$ cat src/rtl/pass_sequencer_if.sv
// pass_sequencer_if: window and write-back handshake between the pass sequencer and the window datapath
interface pass_sequencer_if #(parameter int CW = 5);
  logic          win_valid;
  logic          win_ready;
  logic [CW-1:0] win_row;
  logic [CW-1:0] win_col;
  logic [2:0]    op;
  logic          last_win;
  logic          wb_req;
  logic          wb_ack;
  modport master(output win_valid, win_row, win_col, op, last_win, wb_req, input win_ready, wb_ack);
  modport slave(input win_valid, win_row, win_col, op, last_win, wb_req, output win_ready, wb_ack);
endinterface

$ cat src/rtl/pass_sequencer.sv
// pass_sequencer: steps the 3x3 window datapath through each filter pass in raster order,
// with a register-file write-back between passes
module pass_sequencer #(
  parameter int IMG_DIM = 20,
  parameter int CW      = 5
) (
  input  logic             clk,
  input  logic             reset,
  input  logic             start,
  input  logic             mode,
  pass_sequencer_if.master win,
  output logic             busy,
  output logic             done
);
  typedef enum logic [2:0] {IDLE, SETUP, SCAN, WB, FINISH} state_t;
  localparam logic [2:0] MED_FIL  = 3'd0;
  localparam logic [2:0] GAU_FIL  = 3'd1;
  localparam logic [2:0] HYSTER   = 3'd4;
  localparam logic [2:0] QUANTIZE = 3'd5;
  localparam logic [CW-1:0] ONE = CW'(1);
  localparam logic [CW-1:0] EDGE_POS = CW'(IMG_DIM - 2);
  state_t        state, state_n;
  logic [CW-1:0] row, col, row_n, col_n;
  logic [2:0]    op, op_n, op_next;
  logic          mode_q, mode_n, last, final_pass;
  assign last       = (row == EDGE_POS) && (col == EDGE_POS);
  assign final_pass = op == (mode_q ? QUANTIZE : HYSTER);
  // COLOR skips the edge-detection stages and jumps straight to quantize
  assign op_next    = (op == GAU_FIL && mode_q) ? QUANTIZE : op + 3'd1;
  assign win.win_valid = state == SCAN;
  assign win.last_win  = (state == SCAN) && last;
  assign win.wb_req    = state == WB;
  assign win.win_row   = row;
  assign win.win_col   = col;
  assign win.op        = op;
  assign done          = state == FINISH;
  always_comb begin
    state_n = state;
    row_n   = row;
    col_n   = col;
    op_n    = op;
    mode_n  = mode_q;
    case (state)
      IDLE: if (start) begin
        state_n = SETUP;
        mode_n  = mode;
        op_n    = MED_FIL;
      end
      SETUP: begin
        row_n   = ONE;
        col_n   = ONE;
        state_n = SCAN;
      end
      SCAN: if (win.win_ready) begin
        col_n = (col == EDGE_POS) ? ONE : col + ONE;
        row_n = (col == EDGE_POS && row != EDGE_POS) ? row + ONE : row;
        if (last) state_n = final_pass ? FINISH : WB;
      end
      WB: if (win.wb_ack) begin
        op_n    = op_next;
        state_n = SETUP;
      end
      FINISH: state_n = IDLE;
      default: state_n = IDLE;
    endcase
  end
  always_ff @(posedge clk or negedge reset) begin
    if (!reset) begin
      state  <= IDLE;
      row    <= ONE;
      col    <= ONE;
      op     <= MED_FIL;
      mode_q <= 1'b0;
      busy   <= 1'b0;
    end else begin
      state  <= state_n;
      row    <= row_n;
      col    <= col_n;
      op     <= op_n;
      mode_q <= mode_n;
      busy   <= state_n != IDLE;
    end
  end
endmodule

$ cat src/flat_wrapper.sv
// flat-port wrapper written by rule: the top's interface ports become plain ports
module pass_sequencer_flat 
#(
  parameter int IMG_DIM = 20,
  parameter int CW      = 5
)
  (clk, reset, start, mode, busy, done, win_win_valid, win_win_row, win_win_col, win_op, win_last_win, win_wb_req, win_win_ready, win_wb_ack);
  pass_sequencer_if #(.CW(CW)) win_i ();
  input  logic clk;
  input  logic reset;
  input  logic start;
  input  logic mode;
  output logic busy;
  output logic done;
  output wire logic [$bits(win_i.win_valid)-1:0] win_win_valid;
  output wire logic [$bits(win_i.win_row)-1:0] win_win_row;
  output wire logic [$bits(win_i.win_col)-1:0] win_win_col;
  output wire logic [$bits(win_i.op)-1:0] win_op;
  output wire logic [$bits(win_i.last_win)-1:0] win_last_win;
  output wire logic [$bits(win_i.wb_req)-1:0] win_wb_req;
  input wire logic [$bits(win_i.win_ready)-1:0] win_win_ready;
  input wire logic [$bits(win_i.wb_ack)-1:0] win_wb_ack;
  assign win_win_valid = win_i.win_valid;
  assign win_win_row = win_i.win_row;
  assign win_win_col = win_i.win_col;
  assign win_op = win_i.op;
  assign win_last_win = win_i.last_win;
  assign win_wb_req = win_i.wb_req;
  assign win_i.win_ready = win_win_ready;
  assign win_i.wb_ack = win_wb_ack;
  pass_sequencer #(.IMG_DIM(IMG_DIM), .CW(CW)) u_core (.clk(clk), .reset(reset), .start(start), .mode(mode), .win(win_i), .busy(busy), .done(done));
endmodule
$ cat config.mk
export PLATFORM = sky130hd
export DESIGN_NAME = pass_sequencer_flat
export DESIGN_NICKNAME = d
export VERILOG_FILES = /design/src/rtl/pass_sequencer_if.sv /design/src/rtl/pass_sequencer.sv /design/src/flat_wrapper.sv
export SDC_FILE = /design/constraint.sdc
export NUM_CORES = 1
export LEC_CHECK = 0
export ABC_AREA = 1
export BUFFER_PORTS_ARGS = -buffer_cell sky130_fd_sc_hd__buf_2
export CORE_UTILIZATION = 53
export CTS_BUF_LIST = sky130_fd_sc_hd__clkbuf_4 sky130_fd_sc_hd__clkbuf_8 sky130_fd_sc_hd__clkbuf_16
export CTS_CLUSTER_DIAMETER = 50
export DETAILED_ROUTE_END_ITERATION = 6
export PLACE_DENSITY_LB_ADDON = 0.08
export SYNTH_ARGS = -nofsm -noshare
export SYNTH_HDL_FRONTEND = slang
export SYNTH_SLANG_ARGS = --single-unit
$ cat constraint.sdc
create_clock -name clk -period 1.74 [get_ports clk]
set_input_delay 0.261 -clock clk [delete_from_list [all_inputs] [get_ports clk]]
set_output_delay 0.261 -clock clk [all_outputs]
set_load 0.05 [all_outputs]
# After elaboration in Yosys (flattened, before gate mapping)

Cells that the tools add are included.

Equality and inequality tests: 13
Reductions and logical operators: 12
Muxes and demuxes: 17
Add/sub/neg operators: 3

Operator list:

| operator                                            | number |
|---|---|
| 2-to-1 mux 3 bit                                    | 8 |
| 2-to-1 mux 5 bit                                    | 4 |
| case mux 5 bit (2 select lines)                     | 2 |
| case mux 3 bit (4 select lines)                     | 1 |
| adder 5 x 1 -> 5 bit, second input constant         | 2 |
| equality test 5 bit, second input constant          | 2 |
| equality test 3 x 1 -> 1 bit, second input constant | 2 |
| equality test 3 x 2 -> 1 bit, second input constant | 2 |
| != test 2 x 1 -> 1 bit, second input constant       | 3 |
| case mux 3 bit (2 select lines)                     | 1 |
| AND reduction 3 bit                                 | 2 |
| != test 5 bit, second input constant                | 1 |
| logical AND 1 bit                                   | 4 |
| AND reduction 2 bit                                 | 2 |
| nonzero test 2 bit                                  | 2 |
| adder 3 x 1 -> 3 bit, second input constant         | 1 |
| equality test 3 bit                                 | 1 |
| equality test 3 bit, second input constant          | 1 |
| zero test 3 bit                                     | 1 |
| nonzero test 3 bit                                  | 1 |
| != test 2 bit, second input constant                | 1 |
| 2-to-1 mux 1 bit                                    | 1 |

Logic and storage cells: 51
Input bits: 6
Output and inout port bits: 18
Bits in registers: 18

# Longest topological paths before layout

Gate-level depths: netlist of the first run.

Word-level depth: 7
Depth in mapped cells: 11

# Worst setup path before layout of the first run

No wires, ideal clock.

Path type: reg2reg
Start: register u_core.row[1] (netlist: u_core.win.win_row[1])
End: register u_core.state[2]
Clock period less this slack: 2070 ps
Setup slack: -330 ps
Stages on the path, launching flop included: 8
Data required time: 1666 ps
Arrival time: 1996 ps
Library setup time: 74 ps
Cells stage by stage: dfrtp_1 > ha_1 > nand2_1 > inv_1 > nand2_1 > nor3_2 > nand2_1 > nor2_1

Cells in the longest elaborated chain, start to end: 5

Ends and longest elaborated chain:

| what                            | line                 | text |
|---|---|---|
| from (decl)                     | pass_sequencer.sv:23 | `logic [CW-1:0] row, col, row_n, col_n;` |
| from (signal assigned)          | pass_sequencer.sv:77 | `row <= row_n;` |
| equality test 5 bit             | pass_sequencer.sv:26 | `assign last = (row == EDGE_POS) && (col == EDGE_POS);` |
| logical AND 1 bit               | pass_sequencer.sv:26 |  |
| 2-to-1 mux 3 bit                | pass_sequencer.sv:57 | `if (last) state_n = final_pass ? FINISH : WB;` |
| 2-to-1 mux 3 bit                | pass_sequencer.sv:54 | `SCAN: if (win.win_ready) begin` |
| case mux 3 bit (4 select lines) | pass_sequencer.sv:43 | `case (state)` |
| via u_core.state_n[2]           | pass_sequencer.sv:22 | `state_t state, state_n;` |
| to (signal assigned)            | pass_sequencer.sv:76 | `state <= state_n;` |
| to (decl)                       | pass_sequencer.sv:22 |  |

The timed path passes the listed nets, and every way through them passes these cells.
A chain may end at the register's enable or synchronous reset.

# Worst setup path in the final report of the first run

Start: register u_core.col[1] (netlist: u_core.win.win_col[1])
End: output win_last_win

Cells in the longest elaborated chain, start to end: 3

Ends and longest elaborated chain:

| what                   | line                 | text |
|---|---|---|
| from (decl)            | pass_sequencer.sv:23 |  |
| from (signal assigned) | pass_sequencer.sv:78 | `col <= col_n;` |
| equality test 5 bit    | pass_sequencer.sv:26 |  |
| logical AND 1 bit      | pass_sequencer.sv:26 |  |
| logical AND 1 bit      | pass_sequencer.sv:31 | `assign win.last_win = (state == SCAN) && last;` |
| to (decl)              | flat_wrapper.sv:19   | `output wire logic [$bits(win_i.last_win)-1:0] win_last_win;` |

No other way between the ends.

==> metrics.md, run 1 <==
| Metric | Value |
|---|---|
| Reg2reg start | u_core.win.win_col[1] |
| Syn nets | ~160 |
| Setup crit end kind | output port |
| Worst setup SP type | register |
| CTS tree | built |
| Inserted Clock Buffers | 3 |
| Max transition margin | between 70% and 80% |
| GR Overflow Total | 0 |
| Pins Over Slew Limit | 0 |
| Final Hold Violating Endpoints | 0 |
| Die Ht | around 48 µm |
| H-tree levels | 1 |
| Layout cell share with drive strength beyond 1 | a little over a third |
| Worst-path clk slew | approximately 0.12 ns |
| Netlist cell types | 23 |
| DP Area | 0.001285 mm² |
| Reg2Reg Capture Point | u_core.busy |
| Antenna violations before repair | 0 |
| Vias in the first global route | just under 800 |
| Port Buf Inserts | 23 |
| Die footprint | 0.002305 mm² |
| Initial drt markers | 39 |
| DR pass1 iterations | 4 |
| Global-route wire length before repair | approximately 3400 µm |
| Maxcap violations | 0 |
| Commonest cells in the netlist | nand2_1 (35), inv_1 (17), nor2_1 (17) |
| Layout area overhead | 28.43% |
| Critical path class | reg -> out |
| Hold Slack | ~0.18 ns |
| Synth Cell Area | around 0.0011 mm² |
| Pin count of the biggest net entering global routing | 19 |
| Syn Area/Cell | ~7.8 µm² |
| Finished Core Util | 72.73% |
| Clk root buf | clkbuf_4 |
| Yosys warns | 0 |
| Diodes inserted | 0 |
| P_leak | slightly below 0.0008 µW |
| Synth area leaders | dfrtp_1 (36%), nand2_1 (12%), ha_1 (6.7%) |
| Post-route design area | around 0.0014 mm² |
| Worst Clk Skew | ~0.0095 ns |
| CORE AREA | roughly 0.0020 mm² |
| Leading area contributor after synthesis | dfrtp_1 |
| ANT nets after route | 0 |
| Post-synthesis cell count | 144 |
| CP endpoint | win_last_win |
| Worst VDD drop | approximately 0.0012 V |
| Total global-route track usage | between 20 and 25% |
| Routed WL | 2443 µm |
| Final nets | between 150 and 200 |
| DR vias | roughly 1000 |
| Initial Util | 56.63% |
| Fmax achieved | about 0.58 GHz |
| CTS Buffer Depth | 2 |
| Worst Reg-to-Reg Cells | 10 |
| Status | completed |
| Fin cells | 209 |
| Worst endpoint required time | roughly 1.5 ns |
| Die W | ~48 µm |
| Setup slack, reg-to-reg | 0.11 ns |
| GP Congestion | about 0.8 |
| Hold Path Class | in -> reg |
| Max FO, Critical Path | 5 |
| Post-synthesis register bit count | 18 |
| Setup TNS | 0 ns |
| Crit path DAT | between 1 and 1.5 ns |
| Register area share after synthesis | 40.36% |
| Power per cell area | around 1700 mW/mm² |
| Tmin final | ~1.7 ns |
| Drt drc | 0 |
| WL/cell | 11.69 µm |
| Unrepaired setup endpoints after global routing | yes |
| Inst Count DP | a little under 200 |
| Worst setup startpoint | u_core.win.win_col[1] |
| EDFF count, synth | 0 |
| Clock net sink count | 18 |
| Setup violators final | 0 |
| Async set or reset register ratio after synthesis | between 90% and 100% |
| Period utilization | between 90% and 100% |
| Synth top area share | a little over a third |
| Post-synth top flop | dfrtp_1 |
| I/O Pins | 24 |
| Worst-margin pin slew | between 0.4 and 0.5 ns |
| Final HPWL DP | between 1500 and 2000 µm |
| Cell row count | 16 |
| Via density | 4.995 |
| Worst skew pair latency | about 0.31 ns |
| Count leader, synth | nand2_1 |
==> cell families (layout without fill, tap and decap cells) <==
logic type	after synthesis	after routing	share of synthesized area, %
adder cells (fa/ha/maj)	6	6	6.689
XOR/XNOR	5	5	3.903
buffers and inverters	22	60	7.358
flip-flops	18	18	40.36
AND/OR/NAND/NOR	83	83	37.23
AO/OA/AOI/OAI	10	10	4.459
==> final cells by class <==
| type | count | area, µm² |
|---|---|---|
| Timing Repair Buffer | 34 | 206.4 |
| Inverter | 22 | 82.58 |
| Multi-Input combinational cell | 104 | 625.6 |
| Clock buffer | 4 | 36.28 |
| Fill cell | 160 | 540.5 |
| Sequential cell | 18 | 456.7 |
| Tap cell | 27 | 33.78 |
==> worst max-delay path, stage by stage, from the launching register on <==
cell	delay, ns
dfrtp_2	0.45
ha_4	0.14
nand2_2	0.04
inv_2	0.06
nand2_4	0.05
nor3_4	0.22
buf_6	0.19
==> layout by cell type (no fill, tap or decap), types with 2 or more instances in the layout <==
cell type,Yosys,final
a21oi_1,3,3
xor2_1,3,3
nand4_1,4,4
inv_2,5,7
xnor2_1,2,2
dfstp_2,2,2
nor2_4,2,2
nand3_1,13,13
buf_2,0,22
dfrtp_1,16,13
clkbuf_4,0,3
nand3b_1,2,2
nor2_1,17,17
nand2_2,2,4
buf_4,0,10
ha_1,6,4
inv_1,17,15
nand2_1,35,32
o21ai_1,5,5
o21ai_0,2,2
dfrtp_2,0,3
nand2_4,3,4
==> state kept, by name, summed over array words and instances, names as in the netlist <==
| register | flops |
|---|---|
| u_core.win.win_col | 5 |
| u_core.win.win_row | 5 |
| u_core.state | 3 |
| u_core.win.op | 3 |
| u_core.busy | 1 |
| u_core.mode_q | 1 |
==> through the flow <==
step,power [µW],setup slack [ns]
global placement,1941,0.1563
finish,2405,0.006168
CTS,2270,0.01703
detailed placement,1964,0.1276
floorplan,1693,0.01080
global route,2567,-0.04183
==> routing by layer <==
metal  share of wire [%]  track usage [%]
met1                  46            29.98
met2                  48            34.32
met3                 4.6            3.396
met4                0.78            8.889
met5                   0                0
==> what timing repair did <==
item / 4_1_cts / 5_1_grt
gates resized for setup: 5 / 7
endpoints found under the setup margin: 1 / 2
setup buffers: 4 / 6
endpoints found under the hold margin: 16 / 0
pin swaps: 0 / 3
hold buffers: 1 / 0
==> worst min-delay path by stage <==
stage / start / endpoint / slack (ns) / cells past startpoint
finish: win_win_ready / u_core.state[2] / 0.18 / 3
global placement: reset / u_core.busy / 0.22 / 1
CTS: win_win_ready / u_core.state[2] / 0.19 / 3
floorplan: reset / u_core.busy / -0.03 / 0
global route: win_win_ready / u_core.state[2] / 0.18 / 3
detailed placement: reset / u_core.state[1] / 0.22 / 1
==> where the power goes <==
group          internal, µW  switching (µW)
Combinational           436             995
Sequential              563             136
Clock                   128             146
Total                  1130            1280
Note: power is estimated with default switching activity, not from simulation.
==> inputs of run 2 (changes only) <==
- CTS_BUF_LIST: sky130_fd_sc_hd__clkbuf_4 sky130_fd_sc_hd__clkbuf_8 sky130_fd_sc_hd__clkbuf_16 -> unset
- clock period: 1.74 -> 1.8 ns (I/O delays scaled with it)
==> run 2 against run 1 <==
  * Non-clock buffer count down 6
  * Sequential power fell by 4.3%
  * Clock-buffer cell count is the same
  * Clock skew about the same
  * Global-route usage about the same
  * Via count down 3.5%
  * Combinational power down 9%
  * Setup slack improved by 0.043 ns
  * Largest cell class unchanged
==> metrics.md, run 2 (same netlist as run 1, synthesis figures left out) <==
| Metric | Value |
|---|---|
| Diodes inserted | 0 (unchanged) |
| Fmax achieved | 0.5711 GHz |
| Port Buf Inserts | 23 (unchanged) |
| DR vias | 1007 (was 1044) |
| Max FO, Critical Path | 4 (was 5) |
| Status | completed (unchanged) |
| Worst setup SP type | register (unchanged) |
| CTS tree | built (unchanged) |
| Clk root buf | clkbuf_4 (unchanged) |
| Pin count of the biggest net entering global routing | 19 (unchanged) |
| Commonest cells after routing, fill and taps aside | nand2_1 (32), buf_2 (22), nor2_1 (17) (unchanged) |
| Period utilization | a little over nine tenths |
| Global-route wire length before repair | 3415 µm (was 3408 µm) |
| Initial Util | 56.63% (unchanged) |
| DR pass1 iterations | 4 (unchanged) |
| Worst Clk Skew | 0.009234 ns (was 0.009494 ns) |
| Critical path's most frequent cell | inv_1 |
| Initial drt markers | 15 (was 39) |
| Clock power frac | 11.6% (was 11.4%) |
| Setup violators final | 0 (unchanged) |
| Hold Slack | 0.1938 ns (was 0.1849 ns) |
| Cell row count | 16 (unchanged) |
| Number of fill cells | 163 (was 160) |
| Critical path class | reg -> out (unchanged) |
| GR Overflow Total | 0 (unchanged) |
| Commonest non-fill, non-tap cell in the layout | nand2_1 (unchanged) |
| Slowest CP cell | dfstp_2 (was dfrtp_2) |
| Register area | 455.4 µm² (was 456.7 µm²) |
| Final nets | 189 (was 195) |
| Worst endpoint required time | 1.53 ns (was 1.48 ns) |
| CTS Buffer Depth | 2 (unchanged) |
| Worst VDD drop | 0.001097 V (was 0.001181 V) |
| Seq pwr share | 30.0% (was 29.1%) |
| Setup crit end kind | output port (unchanged) |
| Setup TNS | 0 ns (unchanged) |
| Clock net sink count | 18 (unchanged) |
| GP Congestion | 0.7849 (was 0.7863) |
| Worst-path clk slew | 0.11 ns (was 0.12 ns) |
| Die W | 48.02 µm (unchanged) |
| Area of the multi-input gates | 623.1 µm² (was 625.6 µm²) |
| Routed WL | 2357 µm (was 2443 µm) |
| Post-route design area | 0.001393 mm² (was 0.001441 mm²) |
| Maxcap violations | 0 (unchanged) |
| Die footprint | 0.002305 mm² (unchanged) |
| Max transition margin | 72.54% (was 71.70%) |
| Drt drc | 0 (unchanged) |
| Crit-path cells | inv_1 -> ha_1 -> nand2_1 -> inv_1 -> nand2_2 -> nor3_4 -> buf_6 (was ha_4 -> nand2_2 -> inv_2 -> nand2_4 -> nor3_4 -> buf_6) |
| Combinational share of power | 58.4% (was 59.5%) |
| Power per cell area | 1600 mW/mm² (was 1668 mW/mm²) |
| Crit path DAT | 1.48 ns (was 1.47 ns) |
| Antenna violations before repair | 0 (unchanged) |
| Final Hold Violating Endpoints | 0 (unchanged) |
| Tmin final | roughly 1.8 ns |
| WL/cell | 11.61 µm (was 11.69 µm) |
| CORE AREA | 0.001982 mm² (unchanged) |
| CP max stage delay | 0.55 ns (was 0.45 ns) |
| Worst-margin pin slew | 0.4120 ns (was 0.4245 ns) |
| Worst skew pair latency | 0.30 ns (was 0.31 ns) |
| Inserted Clock Buffers | 3 (unchanged) |
| Layout cell share with drive strength beyond 1 | 32.95% (was 36.26%) |
| Psw | 1206 µW (was 1277 µW) |
| Sw Ratio | 54.12% (was 53.11%) |
| Die Ht | 48.02 µm (unchanged) |
| Hold Path Class | in -> reg (unchanged) |
| P_leak | 0.0007581 µW (was 0.0007822 µW) |
| Layout area overhead | 24.08% (was 28.43%) |
| Final HPWL DP | 1771 µm (was 1659 µm) |
| Pins Over Slew Limit | 0 (unchanged) |
| I/O Pins | 24 (unchanged) |
| Internal | 1022 µW (was 1128 µW) |
| Vias in the first global route | 816 (was 792) |
| Via density | 4.961 (was 4.995) |
| ANT nets after route | 0 (unchanged) |
| H-tree levels | 1 (unchanged) |
| Total global-route track usage | 21.82% (was 21.84%) |
| DP Area | 0.001285 mm² (unchanged) |
==> run 2: cell count changes in the layout (fill, tap and decap cells not counted), sizes merged <==
cell / previous run / this run
buf: 33 / 27
==> run 2: metal layers <==
metal | global-route usage, % | share of wire [%] | up-vias
met2 | 37.84 | 51 | 17
met5 | 0 | 0 | -
met3 | 3.396 | 2.8 | 5
met1 | 27.10 | 45 | 466
met4 | 8.333 | 1.5 | 0
li1 | - | - | 519
==> run 2: through the flow <==
stage	setup slack, ns	instances	utilization (%)	power [µW]
3_3_place_gp	0.2072	194	64.84	1876
4_1_cts	0.0003807	201	68.56	2201
5_1_grt	-0.0002921	203	70.27	2382
6_report	0.04914	203	70.27	2228
3_5_place_dp	0.1767	194	64.84	1904
2_1_floorplan	0.06180	144	-	1637
==> run 2: power groups by stage <==
stage / clock network [µW] / logic [µW] / registers [µW]
final: 259 / 1300 / 669
after global routing: 277 / 1420 / 683
after CTS: 261 / 1270 / 666
after detailed placement: 0 / 1210 / 693
after global placement: 0 / 1190 / 683
after floorplan: 0 / 656 / 980
==> run 2: worst max-delay path: cells and delay by family (launching register included) <==
family                     cells  cell delay [ns]
adders and majority gates      1             0.18
and+or+nand+nor                3             0.23
buffers and inverters          3             0.23
DFF                            1             0.55
==> run 2: cell type report <==
class,instances,share of cell area (%)
well taps,27,2.426
multi-input cells,104,44.74
inverters,22,5.930
clock buffers,4,2.606
repair buffers,28,11.59
flip-flops and latches,18,32.70
==> run 2: path summary, 6_finish.rpt <==
check / startpoint / end / slack [ns] / cells past startpoint
setup / recovery: u_core.win.win_row[0] / win_last_win / 0.05 / 7
hold / removal: win_win_ready / u_core.state[2] / 0.19 / 3
setup reg to reg: u_core.win.win_row[0] / u_core.win.win_row[1] / 0.35 / 10
hold reg to reg: u_core.win.win_row[4] / u_core.win.win_row[4] / 0.55 / 2
max in group asynchronous: reset / u_core.win.win_row[0] / 1.05 / 2
min in group asynchronous: reset / u_core.state[0] / 0.41 / 2
==> run 2: what timing repair did <==
item,CTS,global route
hold endpoints to repair,16,0
buffers inserted,2,2
setup endpoints to repair,1,1
hold buffers,1,0
pin swaps,0,1
resized for setup,4,6
